## config.mk

```make
export PLATFORM = sky130hd
export DESIGN_NAME = mem_arbiter
export DESIGN_NICKNAME = d
export VERILOG_FILES = /design/src/rtl/mem_arb_pkg.sv /design/src/rtl/mem_arbiter.sv
export SDC_FILE = /design/constraint.sdc
export NUM_CORES = 1
export LEC_CHECK = 0
export BUFFER_PORTS_ARGS = -buffer_cell sky130_fd_sc_hd__buf_4
export CAP_MARGIN = 20
export CORE_AREA = 2 2 287 289
export DETAILED_ROUTE_END_ITERATION = 16
export DIE_AREA = 0 0 289 291
export GPL_TIMING_DRIVEN = 0
export HOLD_SLACK_MARGIN = 0.15
export PLACE_DENSITY_LB_ADDON = 0.15
export SETUP_SLACK_MARGIN = 0.15
export SYNTH_ARGS = -nofsm -noshare
export SYNTH_HDL_FRONTEND = slang
export SYNTH_SLANG_ARGS = --single-unit
```

## constraint.sdc

```tcl
create_clock -name clk -period 2.15 [get_ports clk]
set_input_delay 0.1075 -clock clk [delete_from_list [all_inputs] [get_ports clk]]
set_output_delay 0.1075 -clock clk [all_outputs]
set_load 0.02 [all_outputs]
```

## src/rtl/mem_arb_pkg.sv

```systemverilog
// Shared types and defaults for the I/D cache to main-memory arbiter.
package mem_arb_pkg;

    typedef enum logic [1:0] {
        IDLE   = 2'd0,
        BUSY_I = 2'd1,
        BUSY_D = 2'd2,
        RESP   = 2'd3
    } arb_state_e;

    localparam int ADDR_W_DEF = 28;
    localparam int DATA_W_DEF = 128;

    localparam logic GNT_I = 1'b0;
    localparam logic GNT_D = 1'b1;

endpackage

```

## src/rtl/mem_arbiter.sv

```systemverilog
// Grants the I-cache or D-cache onto the shared memory port; all outputs registered.
// Build option ARB_ROUND_ROBIN_EN: alternate grants on ties instead of D-over-I priority.
module mem_arbiter
    import mem_arb_pkg::*;
#(
    parameter int ADDR_W = ADDR_W_DEF,
    parameter int DATA_W = DATA_W_DEF
) (
    input  logic              clk,
    input  logic              rst_n,
    input  logic              i_read,
    input  logic [ADDR_W-1:0] i_addr,
    output logic [DATA_W-1:0] i_rdata,
    output logic              i_ready,
    input  logic              d_read,
    input  logic              d_write,
    input  logic [ADDR_W-1:0] d_addr,
    input  logic [DATA_W-1:0] d_wdata,
    output logic [DATA_W-1:0] d_rdata,
    output logic              d_ready,
    output logic              mem_read,
    output logic              mem_write,
    output logic [ADDR_W-1:0] mem_addr,
    output logic [DATA_W-1:0] mem_wdata,
    input  logic [DATA_W-1:0] mem_rdata,
    input  logic              mem_ready
);

    arb_state_e        state_q, state_d;
    logic              mem_read_q, mem_read_d;
    logic              mem_write_q, mem_write_d;
    logic [ADDR_W-1:0] mem_addr_q, mem_addr_d;
    logic [DATA_W-1:0] mem_wdata_q, mem_wdata_d;
    logic [DATA_W-1:0] i_rdata_q, i_rdata_d;
    logic [DATA_W-1:0] d_rdata_q, d_rdata_d;
    logic              i_ready_q, i_ready_d;
    logic              d_ready_q, d_ready_d;
    logic              d_req;
    logic              d_wins;

    assign d_req = d_read | d_write;

`ifdef ARB_ROUND_ROBIN_EN
    logic last_grant_q, last_grant_d;

    // On a tie, the side that was not served last goes next.
    function automatic logic pick_d(input logic i_rq, input logic d_rq, input logic last);
        return d_rq & (~i_rq | (last == GNT_I));
    endfunction

    assign d_wins = pick_d(i_read, d_req, last_grant_q);
`else
    assign d_wins = d_req;
`endif

    always_comb begin
        state_d     = state_q;
        mem_read_d  = mem_read_q;
        mem_write_d = mem_write_q;
        mem_addr_d  = mem_addr_q;
        mem_wdata_d = mem_wdata_q;
        i_rdata_d   = i_rdata_q;
        d_rdata_d   = d_rdata_q;
        i_ready_d   = 1'b0;
        d_ready_d   = 1'b0;
`ifdef ARB_ROUND_ROBIN_EN
        last_grant_d = last_grant_q;
`endif
        case (state_q)
            IDLE: begin
                if (d_wins) begin
                    state_d     = BUSY_D;
                    mem_addr_d  = d_addr;
                    mem_wdata_d = d_wdata;
                    // A simultaneous read+write is illegal; the writeback wins.
                    mem_write_d = d_write;
                    mem_read_d  = d_read & ~d_write;
`ifdef ARB_ROUND_ROBIN_EN
                    last_grant_d = GNT_D;
`endif
                end else if (i_read) begin
                    state_d    = BUSY_I;
                    mem_addr_d = i_addr;
                    mem_read_d = 1'b1;
`ifdef ARB_ROUND_ROBIN_EN
                    last_grant_d = GNT_I;
`endif
                end
            end
            BUSY_I: begin
                if (mem_ready) begin
                    mem_read_d  = 1'b0;
                    mem_write_d = 1'b0;
                    i_rdata_d   = mem_rdata;
                    i_ready_d   = 1'b1;
                    state_d     = RESP;
                end
            end
            BUSY_D: begin
                if (mem_ready) begin
                    mem_read_d  = 1'b0;
                    mem_write_d = 1'b0;
                    if (mem_read_q) d_rdata_d = mem_rdata;
                    d_ready_d   = 1'b1;
                    state_d     = RESP;
                end
            end
            RESP:    state_d = IDLE;
            default: state_d = IDLE;
        endcase
    end

    always_ff @(posedge clk) begin
        if (!rst_n) begin
            state_q     <= IDLE;
            mem_read_q  <= 1'b0;
            mem_write_q <= 1'b0;
            mem_addr_q  <= '0;
            mem_wdata_q <= '0;
            i_rdata_q   <= '0;
            d_rdata_q   <= '0;
            i_ready_q   <= 1'b0;
            d_ready_q   <= 1'b0;
`ifdef ARB_ROUND_ROBIN_EN
            last_grant_q <= GNT_I;
`endif
        end else begin
            state_q     <= state_d;
            mem_read_q  <= mem_read_d;
            mem_write_q <= mem_write_d;
            mem_addr_q  <= mem_addr_d;
            mem_wdata_q <= mem_wdata_d;
            i_rdata_q   <= i_rdata_d;
            d_rdata_q   <= d_rdata_d;
            i_ready_q   <= i_ready_d;
            d_ready_q   <= d_ready_d;
`ifdef ARB_ROUND_ROBIN_EN
            last_grant_q <= last_grant_d;
`endif
        end
    end

    assign mem_read  = mem_read_q;
    assign mem_write = mem_write_q;
    assign mem_addr  = mem_addr_q;
    assign mem_wdata = mem_wdata_q;
    assign i_rdata   = i_rdata_q;
    assign d_rdata   = d_rdata_q;
    assign i_ready   = i_ready_q;
    assign d_ready   = d_ready_q;

endmodule

```

==> impl_metrics.env <==
export IMPL_via_count_of_the_first_global_routing_pass=17057
export IMPL_report_final_slew_viol_count=0
export IMPL_core_rowCount=105
export IMPL_yosysSeqAreaShare_pct=53.7
export IMPL_height_of_the_chip_um=291
export IMPL_worstSkewPairLatency_ns=0.60
export IMPL_gp_routability_congestion=0.878
export IMPL_hold_viol_final=0
export IMPL_fillCellCount=8567
export IMPL_max_slew_margin_rel_pct=53.1
export IMPL_worst_margin_slew_ns=0.703
export IMPL_i_o_pins=734
export IMPL_routed_via_count=16597
export IMPL_critical_path_arrival_ns=2.52
export IMPL_clkSinkCount=418
export IMPL_period_minus_slack_ns=1.99
export IMPL_fin_nets=3256
export IMPL_routed_via_density=4.10
export IMPL_cpMaxStageDelayCell="sky130_fd_sc_hd__dlygate4sd3_1"
export IMPL_grt_first_pass_wirelength_um=110000
export IMPL_static_leakage_power_nw=11.7
export IMPL_post_dp_hpwl_um=59700
export IMPL_rsz0062_at_grt="yes"
export IMPL_post_drt_wl_per_cell_um=18.6
export IMPL_min_period_over_period_pct=92.8
export IMPL_synth_seq_cells=418
export IMPL_maximum_number_of_pins_on_one_net_before_global_route_repair=14
export IMPL_count_of_mapped_cells_out_of_synthesis=1830
export IMPL_ir_worst_vdd_v=0.000617
export IMPL_timing_critical_path_fanout_max=10
export IMPL_cp_slowest_stage_delay_ns=0.59
export IMPL_synth_yosys_warnings=0
export IMPL_flow_area_growth_from_synthesis_pct=76.4
export IMPL_mostFrequentLayoutCell="sky130_fd_sc_hd__nand2_1"
export IMPL_core_region_area_mm2=0.0812
export IMPL_cts_tree="yes"
export IMPL_drt_iter0_markers=595
export IMPL_kind_of_start_point_of_the_critical_path="flop"
export IMPL_buffer_ports_inserted=732
export IMPL_hold_path_class="primary input to flop"
export IMPL_whs_ns=0.210
export IMPL_setup_bufs_post_cts=0
export IMPL_cellPowerDensity_mw_per_mm2=1010
export IMPL_cap_violations=0
export IMPL_synth_cell_type_count=32
export IMPL_worst_setup_path_end_kind="flop"
export IMPL_timing_final_setup_violations=0
export IMPL_post_route_cells_drive_above_1_share_pct=31.1
export IMPL_initial_core_utilization_pct=19.2
export IMPL_synth_largest_area_cell="sky130_fd_sc_hd__dfxtp_1"
export IMPL_grt_util_all_layers_pct=17.3
export IMPL_globalRouteOverflowTotal=0
export IMPL_antenna_violations_before_repair=6
export IMPL_finalCoreUtilization_pct=33.9
export IMPL_final_setup_skew_ns=0.0159
export IMPL_most_common_layout_cells="sky130_fd_sc_hd__nand2_1 (770), sky130_fd_sc_hd__buf_4 (739), sky130_fd_sc_hd__dfxtp_1 (418), sky130_fd_sc_hd__dlygate4sd3_1 (317), sky130_fd_sc_hd__a21boi_0 (265)"
export IMPL_max_clock_freq_ghz=0.501
export IMPL_route_antenna_remaining_nets=0
export IMPL_worst_ep_required_time_ns=2.67
export IMPL_drcViolationCount=0
export IMPL_synthesis_area_mm2=0.0156
export IMPL_cts_made_buffers=52
export IMPL_cts_buffer_depth=3
export IMPL_wirelength_um=75500
export IMPL_cts_root_buf="sky130_fd_sc_hd__clkbuf_16"
export IMPL_post_synth_top_area_fraction_pct=53.7
export IMPL_syn_nets=2153
export IMPL_h_tree_depth=2
export IMPL_dieArea_mm2=0.0841
export IMPL_drt_pass1_iterations=7
export IMPL_synth_area_top_cells="sky130_fd_sc_hd__dfxtp_1 (54%), sky130_fd_sc_hd__nand2_1 (19%), sky130_fd_sc_hd__a21boi_0 (13%)"
export IMPL_outcome="completed"
export IMPL_worstSetupPathType="flop to flop"
export IMPL_timing_critical_path_cells="inv_1, ha_1, and2_1, clkbuf_4, nand2_1, a21boi_0, dlygate4sd3_1"
export IMPL_postSynthAreaPerCell_um2=8.52
export IMPL_die_width_um=289
export IMPL_cts_reportedPaths_clkPinSlew_ns=0.06
-- timing repair --
action | CTS | global route
gates resized for setup | 16 | 37
endpoints found under the hold margin | 418 | 0
endpoints found under the setup margin | 202 | 241
hold buffers | 317 | 0
cloned | 0 | 0
-- logic make-up (layout without fill, tap and decap cells) --
logic type,Yosys count,count (layout),share of synthesized area (%)
compound gates,452,452,20.8
fa+ha+maj,5,5,0.401
buf+inv,143,1289,4.08
flops,418,418,53.7
mux,30,30,1.93
other cells,0,4,0
simple gates,782,782,19.1
-- where the power goes --
part | switching (W) | internal, W | total, W | leakage (nW)
combinational | 0.00534 | 0.00351 | 0.00885 | 7.33
sequential | 0.000699 | 0.00896 | 0.00966 | 3.40
clock | 0.00360 | 0.00568 | 0.00928 | 0.919
-- final cells by class --
cell class | instances | area, um2 | share of cell area (%)
Sequential cell | 418 | 8370 | 30.4
Timing Repair Buffer | 1049 | 8670 | 31.5
Inverter | 2 | 7.51 | 0.0273
Multi-Input combinational cell | 1269 | 6590 | 24.0
Clock buffer | 75 | 1580 | 5.74
Tap cell | 1070 | 1340 | 4.87
Clock inverter | 22 | 256 | 0.932
Buffer | 141 | 691 | 2.51
Antenna cell | 4 | 10.0 | 0.0364
-- Yosys cell counts, drive strengths merged --
library cell / count
nor2: 2
o211ai: 1
o31ai: 1
and3: 3
o311a: 1
a2111o: 1
mux2: 1
inv: 2
and2: 1
ha: 5
buf: 75
nor2b: 1
or2: 1
nand3: 1
nor3b: 1
clkbuf: 66
mux2i: 29
a21oi: 28
o31a: 1
o21a: 1
a21boi: 386
dfxtp: 418
o21ai: 32
nor4b: 1
nand2: 770
or4b: 1
-- metrics by stage --
step | power [W] | setup TNS, ns | cells | instance area [um2] | worst slack (ns)
3_5_place_dp | 0.0182 | -3.85 | 3632 | 22400 | -0.320
4_1_cts | 0.0282 | 0 | 4046 | 27500 | 0.163
3_3_place_gp | 0.0181 | -2.93 | 3632 | 22400 | -0.208
5_1_grt | 0.0293 | 0 | 4048 | 27500 | 0.0234
6_report | 0.0278 | 0 | 4050 | 27500 | 0.156
2_1_floorplan | 0.0141 | 0 | 1830 | 15600 | 0.582
-- worst paths after layout --
| path | startpoint | to | slack [ns] | cells after the start |
|---|---|---|---|---|
| worst max register to register | state_q[1] | i_rdata[3] | 0.16 | 7 |
| worst min register to register | mem_wdata[109] | mem_wdata[109] | 0.45 | 2 |
| worst min-delay path | rst_n | mem_wdata[126] | 0.21 | 3 |
| worst max-delay path | state_q[1] | i_rdata[3] | 0.16 | 7 |
-- registers in the layout (all words and copies together) (netlist names) --
name,flops
d_rdata,128
d_ready,1
i_rdata,128
i_ready,1
mem_addr,28
mem_read,1
mem_wdata,128
mem_write,1
state_q,2
-- worst max-delay path: cells and delay by family, from the launching register on --
kind	cells	cell delay, ns
flops	1	0.34
buf+inv	3	0.93
fa+ha+maj	1	0.25
simple gates	2	0.26
compound gates	1	0.16
-- metal layers --
layer | routed length (um) | vias to the layer above | track usage, %
li1 | - | 8168 | -
met1 | 29600 | 7800 | 19.3
met2 | 38600 | 503 | 31.9
met3 | 4940 | 122 | 4.28
met4 | 2310 | 4 | 5.41
met5 | 24 | - | 0
Note: power is estimated with default switching activity, not from simulation.
